[src/rtl/int_ctrl.sv]
// int_ctrl: parametrised interrupt controller for the 6502 core family.
// Takes the reset request, the nmi input and NUM_IRQ maskable irq channels, and
// presents one registered request plus the vector of the winning source to the core.
// Optional feature: define INT_PRIO_ROTATE_EN for round-robin priority among IRQ
// channels. When it is not defined, priority is fixed and the lowest index wins.
module int_ctrl #(
    parameter int                 NUM_IRQ     = 8,
    parameter int                 SYNC_STAGES = 2,
    parameter logic [NUM_IRQ-1:0] EDGE_MASK   = {NUM_IRQ{1'b0}},
    parameter logic [NUM_IRQ-1:0] MASK_RST    = {NUM_IRQ{1'b1}},
    parameter logic [15:0]        NMI_VECTOR  = 16'hfffa,
    parameter logic [15:0]        RST_VECTOR  = 16'hfffc,
    parameter logic [15:0]        IRQ_VECTOR  = 16'hfffe,
    parameter logic [15:0]        IRQ_TABLE   = 16'hffe0
) (
    input  logic               clk,
    input  logic               rst,
    input  logic               nmi,
    input  logic [NUM_IRQ-1:0] irq,
    input  logic               i_flag,
    input  logic               sync,
    input  logic               rdy,
    input  logic               handle_int,
    input  logic               mask_we,
    input  logic [NUM_IRQ-1:0] mask_wdata,
    output logic               interrupt,
    output logic               rst_event,
    output logic [15:0]        vector,
    output logic [4:0]         src_id,
    output logic [NUM_IRQ-1:0] pending
);

    localparam int         IDX_W  = (NUM_IRQ > 1) ? $clog2(NUM_IRQ) : 1;
    localparam logic [4:0] ID_RST = 5'h1f;
    localparam logic [4:0] ID_NMI = 5'h10;

    typedef enum logic {IDLE, LATCHED} state_t;

    state_t             state, state_nxt;
    logic [NUM_IRQ:0]   raw_in, syn_in;
    logic               nmi_s, nmi_prev, nmi_rise, nmi_pend;
    logic [NUM_IRQ-1:0] irq_s, irq_prev, irq_rise;
    logic [NUM_IRQ-1:0] edge_pend, mask, eligible, ack_hot;
    logic               capture, ack, ack_rst, ack_nmi, ack_irq;
    logic [IDX_W-1:0]   ack_idx, cand_idx;
    logic               cand_valid, irq_hit;
    logic [4:0]         cand_id, lat_id;
    logic [15:0]        cand_vec, lat_vec;

    // Vector address for a source id; ids that are not IRQ channels map to their fixed vectors.
    function automatic logic [15:0] vec_of(input logic [4:0] id);
        if (id == ID_RST) return RST_VECTOR;
        if (id == ID_NMI) return NMI_VECTOR;
        if (id == 5'd0)   return IRQ_VECTOR;
        return IRQ_TABLE + {10'd0, id, 1'b0};
    endfunction

    // nmi rides along with the irq lines through the synchroniser as the top bit.
    assign raw_in = {nmi, irq};

    generate
        if (SYNC_STAGES == 0) begin : g_nosync
            assign syn_in = raw_in;
        end else begin : g_sync
            logic [SYNC_STAGES-1:0][NUM_IRQ:0] chain;
            // Shift raw requests through the synchroniser flops.
            always_ff @(posedge clk) begin
                if (rst) begin
                    chain <= '0;
                end else begin
                    chain[0] <= raw_in;
                    for (int s = 1; s < SYNC_STAGES; s++) chain[s] <= chain[s-1];
                end
            end
            assign syn_in = chain[SYNC_STAGES-1];
        end
    endgenerate

    assign nmi_s    = syn_in[NUM_IRQ];
    assign irq_s    = syn_in[NUM_IRQ-1:0];
    assign nmi_rise = nmi_s & ~nmi_prev;
    assign irq_rise = irq_s & ~irq_prev;

    // Edge channels report their latch; level channels follow the synchronised line.
    assign pending  = (edge_pend & EDGE_MASK) | (irq_s & ~EDGE_MASK);
    assign eligible = pending & mask & {NUM_IRQ{~i_flag}};

    // Edge history: previous synchronised value of every input.
    always_ff @(posedge clk) begin
        if (rst) begin
            nmi_prev <= 1'b0;
            irq_prev <= '0;
        end else begin
            nmi_prev <= nmi_s;
            irq_prev <= irq_s;
        end
    end

`ifdef INT_PRIO_ROTATE_EN
    logic [IDX_W-1:0] ptr;
    int               rr_idx;

    // Round-robin pointer: after ack of channel k the search starts at k+1.
    always_ff @(posedge clk) begin
        if (rst)          ptr <= '0;
        else if (ack_irq) ptr <= (ack_idx == IDX_W'(NUM_IRQ - 1)) ? '0 : ack_idx + 1'b1;
    end

    // IRQ winner: first eligible channel at or after the pointer, wrapping around.
    always_comb begin
        irq_hit  = 1'b0;
        cand_idx = '0;
        rr_idx   = 0;
        for (int i = 0; i < NUM_IRQ; i++) begin
            rr_idx = (int'(ptr) + i) % NUM_IRQ;
            if (!irq_hit && eligible[rr_idx]) begin
                irq_hit  = 1'b1;
                cand_idx = IDX_W'(rr_idx);
            end
        end
    end
`else
    // IRQ winner: lowest eligible index (scan downwards so the lowest hit lands last).
    always_comb begin
        irq_hit  = 1'b0;
        cand_idx = '0;
        for (int i = NUM_IRQ - 1; i >= 0; i--) begin
            if (eligible[i]) begin
                irq_hit  = 1'b1;
                cand_idx = IDX_W'(i);
            end
        end
    end
`endif

    // Overall candidate: reset outranks nmi, which outranks every IRQ channel.
    always_comb begin
        cand_valid = 1'b1;
        cand_id    = ID_RST;
        if (rst_event) begin
            cand_id = ID_RST;
        end else if (nmi_pend) begin
            cand_id = ID_NMI;
        end else if (irq_hit) begin
            cand_id = 5'(cand_idx);
        end else begin
            cand_valid = 1'b0;
        end
        cand_vec = vec_of(cand_id);
    end

    // State register.
    always_ff @(posedge clk) begin
        if (rst) state <= IDLE;
        else     state <= state_nxt;
    end

    // Capture on an opcode fetch while requesting; release on the core's acknowledge.
    always_comb begin
        state_nxt = state;
        capture   = 1'b0;
        ack       = 1'b0;
        case (state)
            IDLE: begin
                if (sync && rdy && interrupt && cand_valid) begin
                    capture   = 1'b1;
                    state_nxt = LATCHED;
                end
            end
            LATCHED: begin
                if (handle_int) begin
                    ack       = 1'b1;
                    state_nxt = IDLE;
                end
            end
            default: state_nxt = IDLE;
        endcase
    end

    // Freeze the winner's id and vector at capture time.
    always_ff @(posedge clk) begin
        if (rst) begin
            lat_id  <= ID_RST;
            lat_vec <= RST_VECTOR;
        end else if (capture) begin
            lat_id  <= cand_id;
            lat_vec <= cand_vec;
        end
    end

    assign ack_rst = ack && (lat_id == ID_RST);
    assign ack_nmi = ack && (lat_id == ID_NMI);
    assign ack_irq = ack && !ack_rst && !ack_nmi;
    assign ack_idx = lat_id[IDX_W-1:0];
    assign ack_hot = ack_irq ? (NUM_IRQ'(1) << ack_idx) : '0;

    // Reset sequence stays pending until the core acknowledges it.
    always_ff @(posedge clk) begin
        if (rst)          rst_event <= 1'b1;
        else if (ack_rst) rst_event <= 1'b0;
    end

    // nmi latch: a new edge wins over a clear, so an edge arriving with an ack is kept.
    always_ff @(posedge clk) begin
        if (rst)           nmi_pend <= 1'b0;
        else if (nmi_rise) nmi_pend <= 1'b1;
        else if (ack_nmi)  nmi_pend <= 1'b0;
    end

    // Edge-channel latches: set on a rising edge, cleared by ack unless a new edge coincides.
    always_ff @(posedge clk) begin
        if (rst) edge_pend <= '0;
        else     edge_pend <= ((edge_pend & ~ack_hot) | irq_rise) & EDGE_MASK;
    end

    // Mask register; a write becomes visible on the following cycle.
    always_ff @(posedge clk) begin
        if (rst)          mask <= MASK_RST;
        else if (mask_we) mask <= mask_wdata;
    end

    // Registered request to the core.
    always_ff @(posedge clk) begin
        if (rst) interrupt <= 1'b1;
        else     interrupt <= rst_event | nmi_pend | (|eligible);
    end

    // Latched source while serviced; otherwise the live candidate for debug.
    assign vector = (state == LATCHED) ? lat_vec : cand_vec;
    assign src_id = (state == LATCHED) ? lat_id  : cand_id;

endmodule

[config.mk]
export PLATFORM = sky130hd
export DESIGN_NAME = int_ctrl
export DESIGN_NICKNAME = d
export VERILOG_FILES = /design/src/rtl/int_ctrl.sv
export SDC_FILE = /design/constraint.sdc
export NUM_CORES = 1
export LEC_CHECK = 0
export CAP_MARGIN = 20
export CORE_MARGIN = 10
export CORE_UTILIZATION = 30
export DETAILED_ROUTE_END_ITERATION = 8
export PLACE_DENSITY = 0.58
export SLEW_MARGIN = 5
export SYNTH_ARGS = -nofsm -noshare
export SYNTH_HDL_FRONTEND = slang
export SYNTH_SLANG_ARGS = --single-unit
[constraint.sdc]
create_clock -name clk -period 2.2 [get_ports clk]
set_clock_uncertainty 0.05 [all_clocks]
set_input_delay 0.44 -clock clk [delete_from_list [all_inputs] [get_ports clk]]
set_output_delay 0.44 -clock clk [all_outputs]
set_load 0.05 [all_outputs]
# Word-level counts from Yosys, hierarchy flattened
# Index checks and enable logic that the tools add are counted.
# totals
reg_bits	52
inputBits	24
output_inout_bits	31
wordCells	75
# op_classes
addsub	1
n_eq_ne	4
mux	44
n_bitwise	8
n_reduce_logical	8
# op_table
cell	count
$mux 16	7
$mux 1	24
$mux 3	8
$eq 5x5->1 const B	4
$mux 5	4
$and 8x8->8	2
$add 6x7->8 const A	1
$reduce_or 8->1	1
$logic_and 1x1->1	5
$logic_not 5->1	1
$not 1->1	3
$or 1x1->1	2
$pmux 1 s2	1
$reduce_bool 2->1	1
$and 1x1->1	1

# Depth between registers and ports, before layout
# Gate-level depths: netlist (run 1).
# depth
depth_word	22
mapped_depth	6
depth_no_buf	5

# Worst setup path before layout (run 1)
# OpenSTA, ideal clock, no wires.
# synth_path
path_type	register to output
from	reg rst_event
to	out src_id[3]
arrival_ps	2176
required_time_ps	1710
slack_ps	-466
stages_incl_launch_ff	4
path_buffers	0
cell_sequence	dfxtp_1 -> nor2_1 -> a21o_1 -> o21ai_0
# synth_between
elab_chain_cells	2
# synth_lines
item	line	source
from (decl)	27	output logic rst_event,
from (signal assigned)	199	if (rst) rst_event <= 1'b1;
from (signal assigned)	200	else if (ack_rst) rst_event <= 1'b0;
$mux 5	140	if (rst_event) begin
$mux 5	230	assign src_id = (state == LATCHED) ? lat_id : cand_id;
to (decl)	29	output logic [4:0] src_id,
# Every way passes these cells.

# Final worst setup path (run 1)
# layout_path
from	reg g_sync.chain (netlist bit syn_in[1])
to	out vector[2]
# layout_between
elab_chain_cells	15
word_cells_on_any_way	25
classes_between	1 x add/sub; 2 x eq/ne; 19 x mux; 2 x bitwise; 1 x reduce/logical
# layout_lines
item	line	source
from (decl)	65	logic [SYNC_STAGES-1:0][NUM_IRQ:0] chain;
$and 8x8->8 (*) (2 in series)	86	assign eligible = pending & mask & {NUM_IRQ{~i_flag}};
$mux 3 / $mux 1 (equally long branches) (2 in series)	128	if (eligible[i]) begin
$mux 5 (*)	144	end else if (irq_hit) begin
$mux 5 (*)	142	end else if (nmi_pend) begin
$mux 5 (*)	140	
parallel branches: the longest is 6 deep, another holds $add 6x7->8	-	
$mux 16 (*)	53	if (id == ID_NMI) return NMI_VECTOR;
$mux 16 (*)	229	assign vector = (state == LATCHED) ? lat_vec : cand_vec;
to (decl)	28	output logic [15:0] vector,
# Mark *: on every way between the ends. The select of a mux whose other input is x is not followed.

==> flow_summary.ini, run 1 <==
[logic_synthesis]
synth-seq-area-share_pct = 44.26
ys_top_cells_by_count = dfxtp_1, nand2_1, nor2b_1, buf_4, nor2_1
synth-main-ff-cell = dfxtp_1
number_of_flops_mapped_to_enable_cells_by_yosys = 0
leading_post_synthesis_cells_by_cell_area = dfxtp_1, buf_4, nor2b_1
synth_top_area_share_pct = 44.26
synth_area_per_cell_um2 = 9.558
post-synth-top-count-cell = dfxtp_1
synth.ff_latch_count = 41
yosys_warnings = 0
synth-async-reset-ratio_pct = 0
post_synth_instance_area_um2 = 1854
synthDistinctLibCells = 44
post-synth-top-area-cell = dfxtp_1
syn_nets = 218
post_synth_inst_count = 194

[finish]
register_area_um2 = 838.3
final_nets = 273
post_route_insts_no_fill = 325
area_occupied_by_multi_input_gates_um2 = 938.4
layout-drive-gt1-share_pct = 34.80
antenna-diode-count = 0
area_growth_syn_to_fin_pct = 49.53
post-route-cell-area_um2 = 2773
num-fill-cells = 580

[routing]
dr.first_iter.drc_count = 69
wire_per_inst_um = 14.61
drtPass1Iterations = 4
route.detailed.drc = 0
final_antenna_violating_net_count = 0
vias = 1486
routed_via_density = 4.572
totalWireLength_mm = 4.748

[critical_path]
register_to_register_path_setup_slack_ns = 0.17
worst_r2r_endpoint = lat_id[0]
timing.reg2reg.worst_path_depth = 9
required_ns = 1.71
cpMaxStageDelayCell = dfxtp_4
worst_r2r_src = mask[1]
worst_path_largest_cell_delay_ns = 0.35
end_kind = primary output
cp-start-kind = flop
cp_num_buf_inv = 1
critical_path.top_delay_family = compound AO/OA/AOI/OAI gates
data_arrival_at_the_endpoint_of_the_critical_path_ns = 1.91
timing_worst_setup_path_type = flop to primary output
cells_along_the_critical_path = a22o_1 -> a31o_1 -> o2111ai_4 -> nand4_1 -> a31oi_2 -> buf_12
crit_path_max_fanout = 3

[sta]
period_share_pct = 109.2
timing.slew.headroom_pct = 65.20
setup_slack_ns = -0.2029
setup-tns-final_ns = -0.8987
hold-worst-slack_ns = 0.3864
hold_violations = 0
drv_slew = 0
max_slew.worst_pin.slew_ns = 0.5203
max_freq_ghz = 0.4162
unrepaired_setup_endpoints_after_global_routing = yes
period_minus_slack_ns = 2.403
setup_viol = 7

[global_routing]
globalRouteMet1Util_pct = 10.69
grt_pass1_wl_mm = 7.355
grt_util_met2_pct = 14.98
global_route.overflow_total = 0
maximum_number_of_pins_on_one_net_before_global_route_repair = 20
number_of_global_route_vias_before_repair = 1464
track_usage_pct = 9.335
globalRouteMet3Util_pct = 3.561
gr-max-usage-layer = met2
antenna_found_initial = 0

[placed_design]
dp_hpwl_mm = 3.480
placed_cells = 308
placement.cell_area_um2 = 2462
routabilityCongestion = 0.8311
numPortBuffers = 53

[power]
comb_power_share_pct = 16.8
p_leak_nw = 1.091
pwr-share-seq_pct = 43.7
internal_power_mw = 1.386
power.share.switching_pct = 25.21
power.density_cell_area_nw_per_um2 = 668.5
power.total_mw = 1.854
vdd.ir_drop.worst_uv = 362.9
clockPowerShare_pct = 39.5
sw_power_mw = 0.4673

[clocking]
holdBufCountCts = 0
clock-sinks = 41
clock_tree.root_cell = clkbuf_8
cts_tree = yes
clk_pin_slew_ns = 0.08
tritoncts.num_buffers = 5
worstSkewPairLatency_ns = 0.30
clock_tree.buffer_depth = 2
ctsHtreeMaxLevel = 2

[min_path]
worst_hold_path.endpoint = syn_in[7]
min_delay_path_depth = 1
hold_path_class = flop to flop
holdCritStartpoint = g_sync.chain[7]

[floorplan]
num_rows = 28
top_level_ports = 55
design.die.area_um2 = 9726
die_height_um = 98.62
core_area_um2 = 5956
floorplan.initialDensity_pct = 31.13
fp.dieW_um = 98.62

[flow_run]
maxCapViolCount = 0

[status]
violations_in_the_final_reports = setup timing
status = complete, but fails checks
==> worst register-to-register path, cell delays in order, from the launching register on <==
cell       delay, ns
dfxtp_4         0.36
buf_4           0.14
a22oi_2         0.19
buf_4           0.15
a41oi_4         0.10
buf_6           0.15
buf_4           0.13
o21ai_4         0.35
nand2b_1        0.19
a2bb2oi_1       0.14
==> registers in the layout (all words and copies together), names as in the netlist <==
| name | count |
|---|---|
| lat_id | 5 |
| interrupt | 1 |
| syn_in | 9 |
| g_sync.chain | 9 |
| rst_event | 1 |
| lat_vec | 5 |
| state | 1 |
| nmi_pend | 1 |
| mask | 8 |
| nmi_prev | 1 |
==> power groups by stage <==
| stage | clock (mW) | sequential (mW) | combinational (mW) |
|---|---|---|---|
| detailed placement | 0 | 0.827 | 0.279 |
| global route | 0.774 | 0.815 | 0.333 |
| CTS | 0.749 | 0.810 | 0.291 |
| global placement | 0 | 0.826 | 0.276 |
| finish | 0.732 | 0.810 | 0.311 |
| floorplan | 0 | 0.820 | 0.173 |
==> cell families (layout without fill, tap and decap cells) <==
group / Yosys count / count (layout) / synth area share (%)
other: 1 / 1 / 0.2022
AOI/OAI and AO/OA: 40 / 40 / 20.31
and+or+nand+nor: 73 / 73 / 19.77
DFF: 41 / 41 / 44.26
buffers and inverters: 30 / 86 / 10.32
muxes: 9 / 9 / 5.128
==> cell type report <==
type | count | share of cell area (%)
multi-input combinational | 123 | 33.84
sequential | 41 | 30.23
inverter | 4 | 0.5415
tap | 75 | 3.384
clock inverter | 3 | 2.482
clock buffer | 5 | 2.482
timing repair buffer | 74 | 27.03
==> placed cells by master (no fill, tap or decap), types with 4 or more instances in the layout <==
master	instances
dfxtp_1	31
clkdlybuf4s50_1	31
buf_4	30
nand2_1	24
nor2b_1	19
nor2_1	11
mux2i_1	8
dfxtp_2	8
buf_12	8
clkbuf_8	5
nand2b_1	4
a21oi_1	4
buf_6	4
==> what timing repair did <==
action,4_1_cts,5_1_grt
resized for setup,16,15
setup buffers,4,6
endpoints found under the setup margin,9,8
hold endpoints to repair,0,0
pin swaps,12,8
==> how the worst max path moves through the flow <==
stage	from	endpoint	depth (start not counted)
3_5_place_dp	i_flag	vector[2]	7
4_1_cts	mask[1]	vector[2]	6
2_1_floorplan	syn_in[1]	vector[4]	4
3_3_place_gp	i_flag	vector[2]	7
5_1_grt	mask[1]	vector[2]	6
6_report	syn_in[1]	vector[2]	6
==> layer usage <==
metal	up-vias	wire length (um)
met3	10	303
met2	38	2314
met1	678	2029
li1	760	-
met5	-	0
met4	0	101
==> through the flow <==
| stage | util [%] | worst slack, ns |
|---|---|---|
| after global placement | 41.34 | -0.2710 |
| after floorplan | - | -0.09358 |
| after CTS | 44.90 | -0.2728 |
| after global routing | 46.55 | -0.3123 |
| after detailed placement | 41.34 | -0.3337 |
| final | 46.55 | -0.2029 |
Note: power is estimated with default switching activity, not from simulation.
==> inputs of run 2 (changes only) <==
- CAP_MARGIN: 20 -> not set
- GPL_TIMING_DRIVEN: not set -> 1
==> results of run 2 <==
No change in the layout: final DEF, timing and power equal those of run 1.
==> inputs of run 3 (changes only) <==
- CORE_ASPECT_RATIO: not set -> 0.6
==> run 3 against run 2 <==
Effect of this change: power shrank 5.0%; setup slack got worse by 0.067 ns; cell count grew 5.5%; routed wire length increased by 7.7%; the flow still finishes with violations (setup timing); highest routed layer unchanged; critical endpoint unchanged; global-route usage grew 1.2 points; register-to-register slack improved by 0.02 ns; final area increased by 2.8%.
==> flow_summary.ini, run 3 (synthesized netlist as in run 1, its figures left out) <==
[status]
status = complete, but fails checks
violations_in_the_final_reports = setup timing

[sta]
setup_slack_ns = -0.2696
hold_violations = 0
drv_slew = 0
max_slew.worst_pin.slew_ns = 0.5072
period_share_pct = 112.3
timing.slew.headroom_pct = 66.08
max_freq_ghz = 0.4049
period_minus_slack_ns = 2.470
setup_viol = 7
unrepaired_setup_endpoints_after_global_routing = yes

[finish]
post_route_insts_no_fill = 343
area_growth_syn_to_fin_pct = 53.78
num-fill-cells = 586
mostFrequentLayoutCells = buf_4, dfxtp_1, clkdlybuf4s50_1, nand2_1, nor2b_1
layout-drive-gt1-share_pct = 37.45
final_nets = 282
most_frequent_standard_cell_in_the_layout_excluding_fill_and_tap_cells = buf_4
antenna-diode-count = 0

[min_path]
hold_path_class = flop to flop

[floorplan]
floorplan.initialDensity_pct = 30.62
die_height_um = 80.90
num_rows = 22
core_area_um2 = 6056
design.die.area_um2 = 9829
fp.dieW_um = 121.5
top_level_ports = 55

[critical_path]
crit_path_max_fanout = 3
required_ns = 1.71
cp-start-kind = flop
data_arrival_at_the_endpoint_of_the_critical_path_ns = 1.98
end_kind = primary output
timing_worst_setup_path_type = flop to primary output

[clocking]
cts_tree = yes
clock_tree.buffer_depth = 2
clk_pin_slew_ns = 0.08
ctsHtreeMaxLevel = 2
clock_tree.root_cell = clkbuf_8
clock-sinks = 41
tritoncts.num_buffers = 5
worstSkewPairLatency_ns = 0.30

[routing]
vias = 1496
final_antenna_violating_net_count = 0
wire_per_inst_um = 14.91
totalWireLength_mm = 5.113
dr.first_iter.drc_count = 75
route.detailed.drc = 0
drtPass1Iterations = 4
routed_via_density = 4.362

[placed_design]
numPortBuffers = 53
routabilityCongestion = 0.8745
dp_hpwl_mm = 3.822
preCtsSetupSlack_ns = -0.3360
placed_cells = 329

[global_routing]
grt_pass1_wl_mm = 8.038
number_of_global_route_vias_before_repair = 1469
maximum_number_of_pins_on_one_net_before_global_route_repair = 22
antenna_found_initial = 0
global_route.overflow_total = 0
track_usage_pct = 10.55

[power]
p_leak_nw = 1.133
power.density_cell_area_nw_per_um2 = 617.7
vdd.ir_drop.worst_uv = 305.6

[flow_run]
maxCapViolCount = 0
run 3: changes by cell type in the layout (fill, tap and decap cells not counted), moves of 2 or more:
cell | before | now
nand2_2 | 0 | 2
buf_6 | 4 | 8
a21oi_4 | 0 | 2
a21oi_2 | 2 | 0
buf_4 | 30 | 36
run 3: final timing paths:
path,startpoint,endpoint,slack [ns],depth (start not counted)
min reg2reg,g_sync.chain[4],syn_in[4],0.39,1
max reg2reg,syn_in[1],lat_id[0],0.19,9
max,mask[1],vector[2],-0.27,7
min,g_sync.chain[4],syn_in[4],0.39,1
run 3: stage by stage:
stage / power (mW) / cell area (um^2) / util (%) / setup TNS (ns) / hold slack [ns]
final: 1.761 / 2851 / 47.09 / -1.185 / 0.3903
after floorplan: 0.9933 / 1877 / - / -0.09358 / 0.3599
after global routing: 1.842 / 2851 / 47.09 / -1.810 / 0.3954
after global placement: 1.122 / 2561 / 42.29 / -1.620 / 0.3704
after CTS: 1.759 / 2788 / 46.03 / -0.9931 / 0.3910
after detailed placement: 1.123 / 2561 / 42.29 / -1.718 / 0.3747
run 3: layout make-up:
cell class	count	area, um^2	share of cell area, %
well taps	84	105.1	3.686
flip-flops and latches	41	837.1	29.36
inverters	4	15.01	0.5265
repair buffers	83	829.5	29.09
multi-input cells	123	949.7	33.30
clock inverters	3	46.29	1.624
clock buffers	5	68.82	2.413
run 3: power breakdown:
group          internal, mW  switching, mW  total, mW  leakage, nW
Sequential            0.776         0.0316      0.807        0.340
Clock                 0.340          0.276      0.616       0.0543
Combinational         0.170          0.168      0.338        0.739
Total                  1.29          0.476       1.76         1.13
run 3: repair_timing:
action | 4_1_cts | 5_1_grt
pin swaps | 10 | 12
gates resized for setup | 23 | 13
setup buffers | 5 | 3
setup endpoints to repair | 9 | 9
cloned | 0 | 0
hold buffers | 0 | 0
run 3: critical path: stages (launching register included):
cell       delay (ns)
dfxtp_2          0.33
a22o_1           0.22
a31o_1           0.21
o2111ai_4        0.26
buf_6            0.13
nand4_1          0.10
a31oi_2          0.26
buf_12           0.17
run 3: per-layer routing:
metal	global-route usage [%]	part of all wire (%)	vias to the layer above
met2	14.42	42	41
met5	0	0	-
met3	4.917	7.5	2
met4	3.199	0.33	0
met1	14.29	50	673
li1	-	-	780
